===== src/rtl/serial_subtractor.sv =====
// -----------------------------------------------------------------------------
// serial_subtractor
//
// Bit-serial subtractor: computes (lhs - rhs - bin) mod 2^WIDTH and the
// unsigned borrow-out, one bit per clock, LSB first, using a single
// full-subtractor cell and a borrow flop. The operation takes WIDTH clocks
// from the accept edge to out_valid.
//
// Handshakes (both sides): a transfer happens on a rising clk edge where
// valid and ready are both 1. in_ready is 1 only in IDLE and out_valid is 1
// only in DONE, so the two are never asserted together; operand inputs are
// ignored outside IDLE and need not be held after the accept edge. out/bout
// stay stable while out_valid is high and out_ready is low.
//
// Parameters:
//   WIDTH      operand/result width in bits (>= 1)
//
// Ports:
//   clk        clock, rising edge
//   reset      asynchronous, active-low reset
//   in_valid   operands presented
//   in_ready   block can accept operands (decode of state == IDLE)
//   lhs        minuend
//   rhs        subtrahend
//   bin        borrow-in
//   out_valid  result available (decode of state == DONE)
//   out_ready  consumer accepts the result
//   out        difference, registered, holds the last result in IDLE
//   bout       borrow-out, 1 iff lhs < rhs + bin (unsigned), registered
//   dbg_state  current FSM state (0 = IDLE, 1 = SHIFT, 2 = DONE)
// -----------------------------------------------------------------------------
module serial_subtractor #(
    parameter int WIDTH = 2
) (
    input  logic             clk,
    input  logic             reset,
    input  logic             in_valid,
    output logic             in_ready,
    input  logic [WIDTH-1:0] lhs,
    input  logic [WIDTH-1:0] rhs,
    input  logic             bin,
    output logic             out_valid,
    input  logic             out_ready,
    output logic [WIDTH-1:0] out,
    output logic             bout,
    output logic [1:0]       dbg_state
);

    // One extra counter bit keeps WIDTH = 1 legal ($clog2(1) = 0).
    localparam int CW = $clog2(WIDTH) + 1;
    localparam logic [CW-1:0] CNT_LAST = CW'(WIDTH - 1);
    localparam logic [CW-1:0] CNT_ONE  = CW'(1);

    typedef enum logic [1:0] {
        S_IDLE  = 2'd0,
        S_SHIFT = 2'd1,
        S_DONE  = 2'd2
    } state_t;

    state_t           state;
    logic [WIDTH-1:0] a_q;       // minuend shift register
    logic [WIDTH-1:0] b_q;       // subtrahend shift register
    logic [WIDTH-1:0] r_q;       // result shift register, filled from the MSB end
    logic             borrow_q;  // borrow carried between bit positions
    logic [CW-1:0]    cnt_q;     // number of bits already processed

    // Full-subtractor cell on the current LSBs.
    logic             diff_bit;
    logic             borrow_next;
    logic [WIDTH-1:0] r_next;

    always_comb begin
        diff_bit    = a_q[0] ^ b_q[0] ^ borrow_q;
        borrow_next = (~a_q[0] & b_q[0]) | (~(a_q[0] ^ b_q[0]) & borrow_q);
    end

    // New difference bit enters at the MSB; after WIDTH shifts bit 0 of the
    // first step has reached R[0]. A one-bit result is just the cell output.
    generate
        if (WIDTH == 1) begin : g_r_one
            assign r_next = diff_bit;
        end else begin : g_r_wide
            assign r_next = {diff_bit, r_q[WIDTH-1:1]};
        end
    endgenerate

    always_ff @(posedge clk or negedge reset) begin
        if (!reset) begin
            state    <= S_IDLE;
            a_q      <= '0;
            b_q      <= '0;
            r_q      <= '0;
            borrow_q <= 1'b0;
            cnt_q    <= '0;
            out      <= '0;
            bout     <= 1'b0;
        end else begin
            case (state)
                S_IDLE: begin
                    if (in_valid) begin
                        a_q      <= lhs;
                        b_q      <= rhs;
                        borrow_q <= bin;
                        r_q      <= '0;
                        cnt_q    <= '0;
                        state    <= S_SHIFT;
                    end
                end

                S_SHIFT: begin
                    r_q      <= r_next;
                    a_q      <= a_q >> 1;
                    b_q      <= b_q >> 1;
                    borrow_q <= borrow_next;
                    cnt_q    <= cnt_q + CNT_ONE;
                    // Final bit: publish the completed result together with
                    // the borrow leaving the MSB position.
                    if (cnt_q == CNT_LAST) begin
                        out   <= r_next;
                        bout  <= borrow_next;
                        state <= S_DONE;
                    end
                end

                S_DONE: begin
                    if (out_ready) begin
                        state <= S_IDLE;
                    end
                end

                default: begin
                    state <= S_IDLE;
                end
            endcase
        end
    end

    assign in_ready  = (state == S_IDLE);
    assign out_valid = (state == S_DONE);
    assign dbg_state = state;

endmodule


===== config.mk =====
export PLATFORM = sky130hd
export DESIGN_NAME = serial_subtractor
export DESIGN_NICKNAME = d
export VERILOG_FILES = /design/src/rtl/serial_subtractor.sv
export SDC_FILE = /design/constraint.sdc
export NUM_CORES = 1
export LEC_CHECK = 0
export ABC_CLOCK_PERIOD_IN_PS = 2400
export BUFFER_PORTS_ARGS = -buffer_cell sky130_fd_sc_hd__buf_4
export CAP_MARGIN = 40
export CORE_AREA = 10 10 47 49
export DETAILED_ROUTE_END_ITERATION = 16
export DIE_AREA = 0 0 57 59
export GPL_ROUTABILITY_DRIVEN = 0
export PLACE_DENSITY = 0.76
export SETUP_SLACK_MARGIN = 0.5
export SLEW_MARGIN = 20
export SYNTH_ARGS = -nofsm -noshare
export SYNTH_HDL_FRONTEND = slang
export SYNTH_SLANG_ARGS = --single-unit

===== constraint.sdc =====
create_clock -name clk -period 2.4 [get_ports clk]
set_input_delay 0.24 -clock clk [delete_from_list [all_inputs] [get_ports clk]]
set_output_delay 0.24 -clock clk [all_outputs]
set_load 0.1 [all_outputs]

# == Word level (Yosys, flattened, before mapping) ==
# Index checks and enable logic that the tools add are counted.
# op_classes
n_mux,13
eq_ne,6
add_sub_neg,1
bitwise,7
n_reduce_logical,5
# op_table
op,n
2-bit one-hot mux with 2 select lines,4
2-bit two-way mux,6
2-bit one-hot mux with 3 select lines,1
"2-bit by 1-bit == test with 1-bit output, second input constant",2
"2-bit inequality test, second input constant",2
2-bit AND reduction,2
3-bit AND reduction,1
"2-bit by 1-bit adder with 2-bit output, second input constant",1
1-bit AND,2
"2-bit == test, second input constant",1
2-bit zero test,1
"2-bit by 1-bit inequality test with 1-bit output, second input constant",1
1-bit NOT,2
1-bit one-hot mux with 2 select lines,1
2-bit nonzero test,1
1-bit bitwise XOR,2
1-bit two-way mux,1
1-bit bitwise OR,1
# word_totals
inputBits,9
out_inout_bits,7
elab_cells,40
register_bits,14

# == Depth between registers and ports, before layout ==
# depth
word_depth,5
mapped_depth,4
mapped_depth_nobuf,4

# == Least setup slack after synthesis ==
# OpenSTA, ideal clock, no wires.
# synth_timing
kind,register -> output
from,register state[0] (netlist: dbg_state[0])
to,output port in_ready
path_slack_ns,-0.189
stages_incl_launch_ff,3
required_time_ns,2.160
t_arrival_ns,2.349
n_path_buf,1
cell_sequence,dfrtp_1 -> buf_4 -> nor2_1
# synth_via
elab_chain_cells,1
# synth_lines
item,line,rtl
from (decl),60,state_t state;
from (signal assigned),89,state <= S_IDLE;
from (signal assigned),106,state <= S_SHIFT;
from (signal assigned),121,state <= S_DONE;
2-bit zero test,138,assign in_ready = (state == S_IDLE);
to (decl),38,"output logic in_ready,"
# Every way passes these cells.

# == Worst setup path in the final report ==
# layout_timing
from,register state[0] (netlist: dbg_state[0])
to,output port out_valid
# layout_via
elab_chain_cells,1
# layout_lines
item,line,rtl
2-bit == test,139,assign out_valid = (state == S_DONE);
to (decl),42,"output logic out_valid,"
# Every way passes these cells.

==> impl_metrics.env <==
export IMPL_status="completed"
export IMPL_wire_per_inst_um=14.9
export IMPL_r2r_cells=2
export IMPL_place_area_um2=772
export IMPL_fin_worst_skew_ns=0.00239
export IMPL_die_w_um=57
export IMPL_initial_core_util_pct=45.5
export IMPL_whs_path_depth=2
export IMPL_worstPathCellList="nand2b_1 > clkinvlp_4 > buf_4"
export IMPL_critical_path_top_delay_family="flip-flops"
export IMPL_rr_endpoint="borrow_q"
export IMPL_layout_commonest_cell="buf_4"
export IMPL_cts_tree="yes"
export IMPL_worstSetupStartpointType="flip-flop"
export IMPL_final_area_um2=808
export IMPL_fin_crit_ns=1.63
export IMPL_drt_iter0_markers=9
export IMPL_worstMarginPinSlew_ns=0.278
export IMPL_grt_overflow=0
export IMPL_synth_distinct_cells=21
export IMPL_dp_hpwl_um=941
export IMPL_synth_area_um2=638
export IMPL_critical_path_class="reg -> out"
export IMPL_yosysTopAreaCell="dfrtp_1"
export IMPL_clk_latency_ns=0.27
export IMPL_ys_warn_count=0
export IMPL_nFillCells=131
export IMPL_h_tree_depth=1
export IMPL_cts_resized=0
export IMPL_final_cell_mix="15 x buf_4, 11 x dfrtp_1, 4 x inv_1"
export IMPL_synth_top_area_share_pct=51.0
export IMPL_final_setup_tns_ns=0
export IMPL_final_cells=83
export IMPL_synthToLayoutAreaGrowth_pct=26.7
export IMPL_cts_hold_buf=1
export IMPL_grt_setup_unrepaired="no"
export IMPL_die_h_um=59
export IMPL_vias=445
export IMPL_reg2reg_from="dbg_state[0]"
export IMPL_max_stage_delay_ns=0.52
export IMPL_cp_slowest_cell="dfrtp_2"
export IMPL_post_drt_via_cell_ratio=5.36
export IMPL_r2r_slack_ns=1.10
export IMPL_slew_headroom_pct=81.5
export IMPL_crit_arrival_ns=1.39
export IMPL_grt_pass1_vias=515
export IMPL_core_area_mm2=0.00140
export IMPL_grt_max_degree=16
export IMPL_dieArea_mm2=0.00336
export IMPL_cp_end_kind="primary output"
export IMPL_cts_max_path_buffers=2
export IMPL_drtPass1Iterations=4
export IMPL_worstPathMaxFanout=15
export IMPL_cp_num_buf_inv=2
export IMPL_placementRows=14
export IMPL_cts_setup_buffers=0
export IMPL_cts_buffers=3
export IMPL_holdPathEnd="dbg_state[1]"
export IMPL_antenna_found_initial=0
export IMPL_syn_avg_cell_area_um2=13.0
export IMPL_fin_crit_sh_pct=68.0
export IMPL_worst_ep_required_time_ns=2.16
export IMPL_synth_cells=49
export IMPL_grtUsageTotal_pct=8.25
export IMPL_ant_nets=0
export IMPL_clkSlewWorstSetupHoldPaths_ns=0.08
export IMPL_hold_class="in -> reg"
export IMPL_wl_mm=1.23
export IMPL_setup_viol=0
export IMPL_clock_sinks=13
export IMPL_post_route_cells_drive_above_1_share_pct=43.3
export IMPL_grt_pass1_wl_mm=2.21
export IMPL_drc=0
export IMPL_worstHoldStart="out_ready"
export IMPL_fmax_mhz=613
export IMPL_drv_cap=0
export IMPL_root_buffer="clkbuf_4"
export IMPL_hold_viol=0
export IMPL_drv_slew=0
export IMPL_synthTopCellsByArea="dfrtp_1 51%, o221a_2 5.3%, or4b_1 4.7%"
export IMPL_port_buffer_count=15
export IMPL_synth_seq_area_share_pct=51.0
export IMPL_nets=79
export IMPL_io_pins=16
export IMPL_synth_net_count=60
export IMPL_ys_ff_latch=13
export IMPL_n_antenna_cell=0
export IMPL_dpl_cell_count=78
worst max-delay path by stage:
stage,from,endpoint,slack (ns),cells after the start
after detailed placement,dbg_state[0],out_valid,1.07,3
final,dbg_state[0],out_valid,0.77,3
after floorplan,dbg_state[0],out_valid,0.60,3
after global routing,dbg_state[0],out_valid,0.69,3
after global placement,dbg_state[0],out_valid,1.09,3
after CTS,dbg_state[0],out_valid,0.76,3
per-stage QoR:
stage | setup slack [ns] | hold WS, ns | util, %
after CTS | 0.761 | 0.120 | 57.7
after global placement | 1.09 | 0.0914 | 55.1
after floorplan | 0.600 | -0.0556 | -
after global routing | 0.693 | 0.129 | 57.7
final | 0.768 | 0.128 | 57.7
after detailed placement | 1.07 | 0.0917 | 55.1
flip-flops by register name (all words and copies together) (netlist names):
name and cells:
a_q 2, r_q 1, b_q 2, borrow_q 1, cnt_q 2, bout 1
out 2, dbg_state 2
layout make-up:
cell class | count | area [µm²] | share of cell area (%)
multi-input combinational | 29 | 289 | 35.8
clock buffer | 4 | 26.3 | 3.25
tap | 16 | 20.0 | 2.48
sequential | 13 | 328 | 40.6
inverter | 5 | 22.5 | 2.79
timing repair buffer | 16 | 123 | 15.2
cells by family after synthesis:
| logic type | after synthesis | synth area share, % |
|---|---|---|
| fa+ha+maj | 2 | 5.10 |
| mux | 4 | 7.84 |
| flops | 13 | 51.0 |
| compound gates | 10 | 13.1 |
| simple gates | 13 | 18.0 |
| buf+inv | 7 | 4.90 |
metal layers:
metal	GRT usage [%]	vias up	wire length (µm)	share of wire [%]
met4	5.03	0	23	1.9
met5	0	-	0	0
met1	9.55	211	576	47
met3	4.51	4	119	9.6
li1	-	213	-	-
met2	11.6	17	515	42
synth_stat cells:
| library cell | n |
|---|---|
| mux2_4 | 2 |
| dfrtp_1 | 13 |
| ha_1 | 1 |
| clkbuf_2 | 1 |
| nor2_1 | 1 |
| or4b_1 | 3 |
| nand2b_1 | 3 |
| a211o_1 | 2 |
| mux2i_1 | 2 |
| or2b_1 | 1 |
| inv_1 | 5 |
| o21ba_2 | 1 |
| o22ai_1 | 2 |
| nand3b_4 | 1 |
| a21oi_1 | 1 |
| fa_1 | 1 |
| nor3b_1 | 2 |
| buf_4 | 1 |
| nor4bb_1 | 2 |
| o221a_2 | 3 |
| o21ai_1 | 1 |
worst reg2reg max path, delay by kind of cell (launching register included):
family | cells | cell delay, ns
AND/OR/NAND/NOR | 1 | 0.53
flip-flops | 1 | 0.52
AO/OA/AOI/OAI | 1 | 0.13
Power is left out: the tool's default activity adds up to more than one toggle a clock period on the data nets, which glitch-free logic cannot reach.
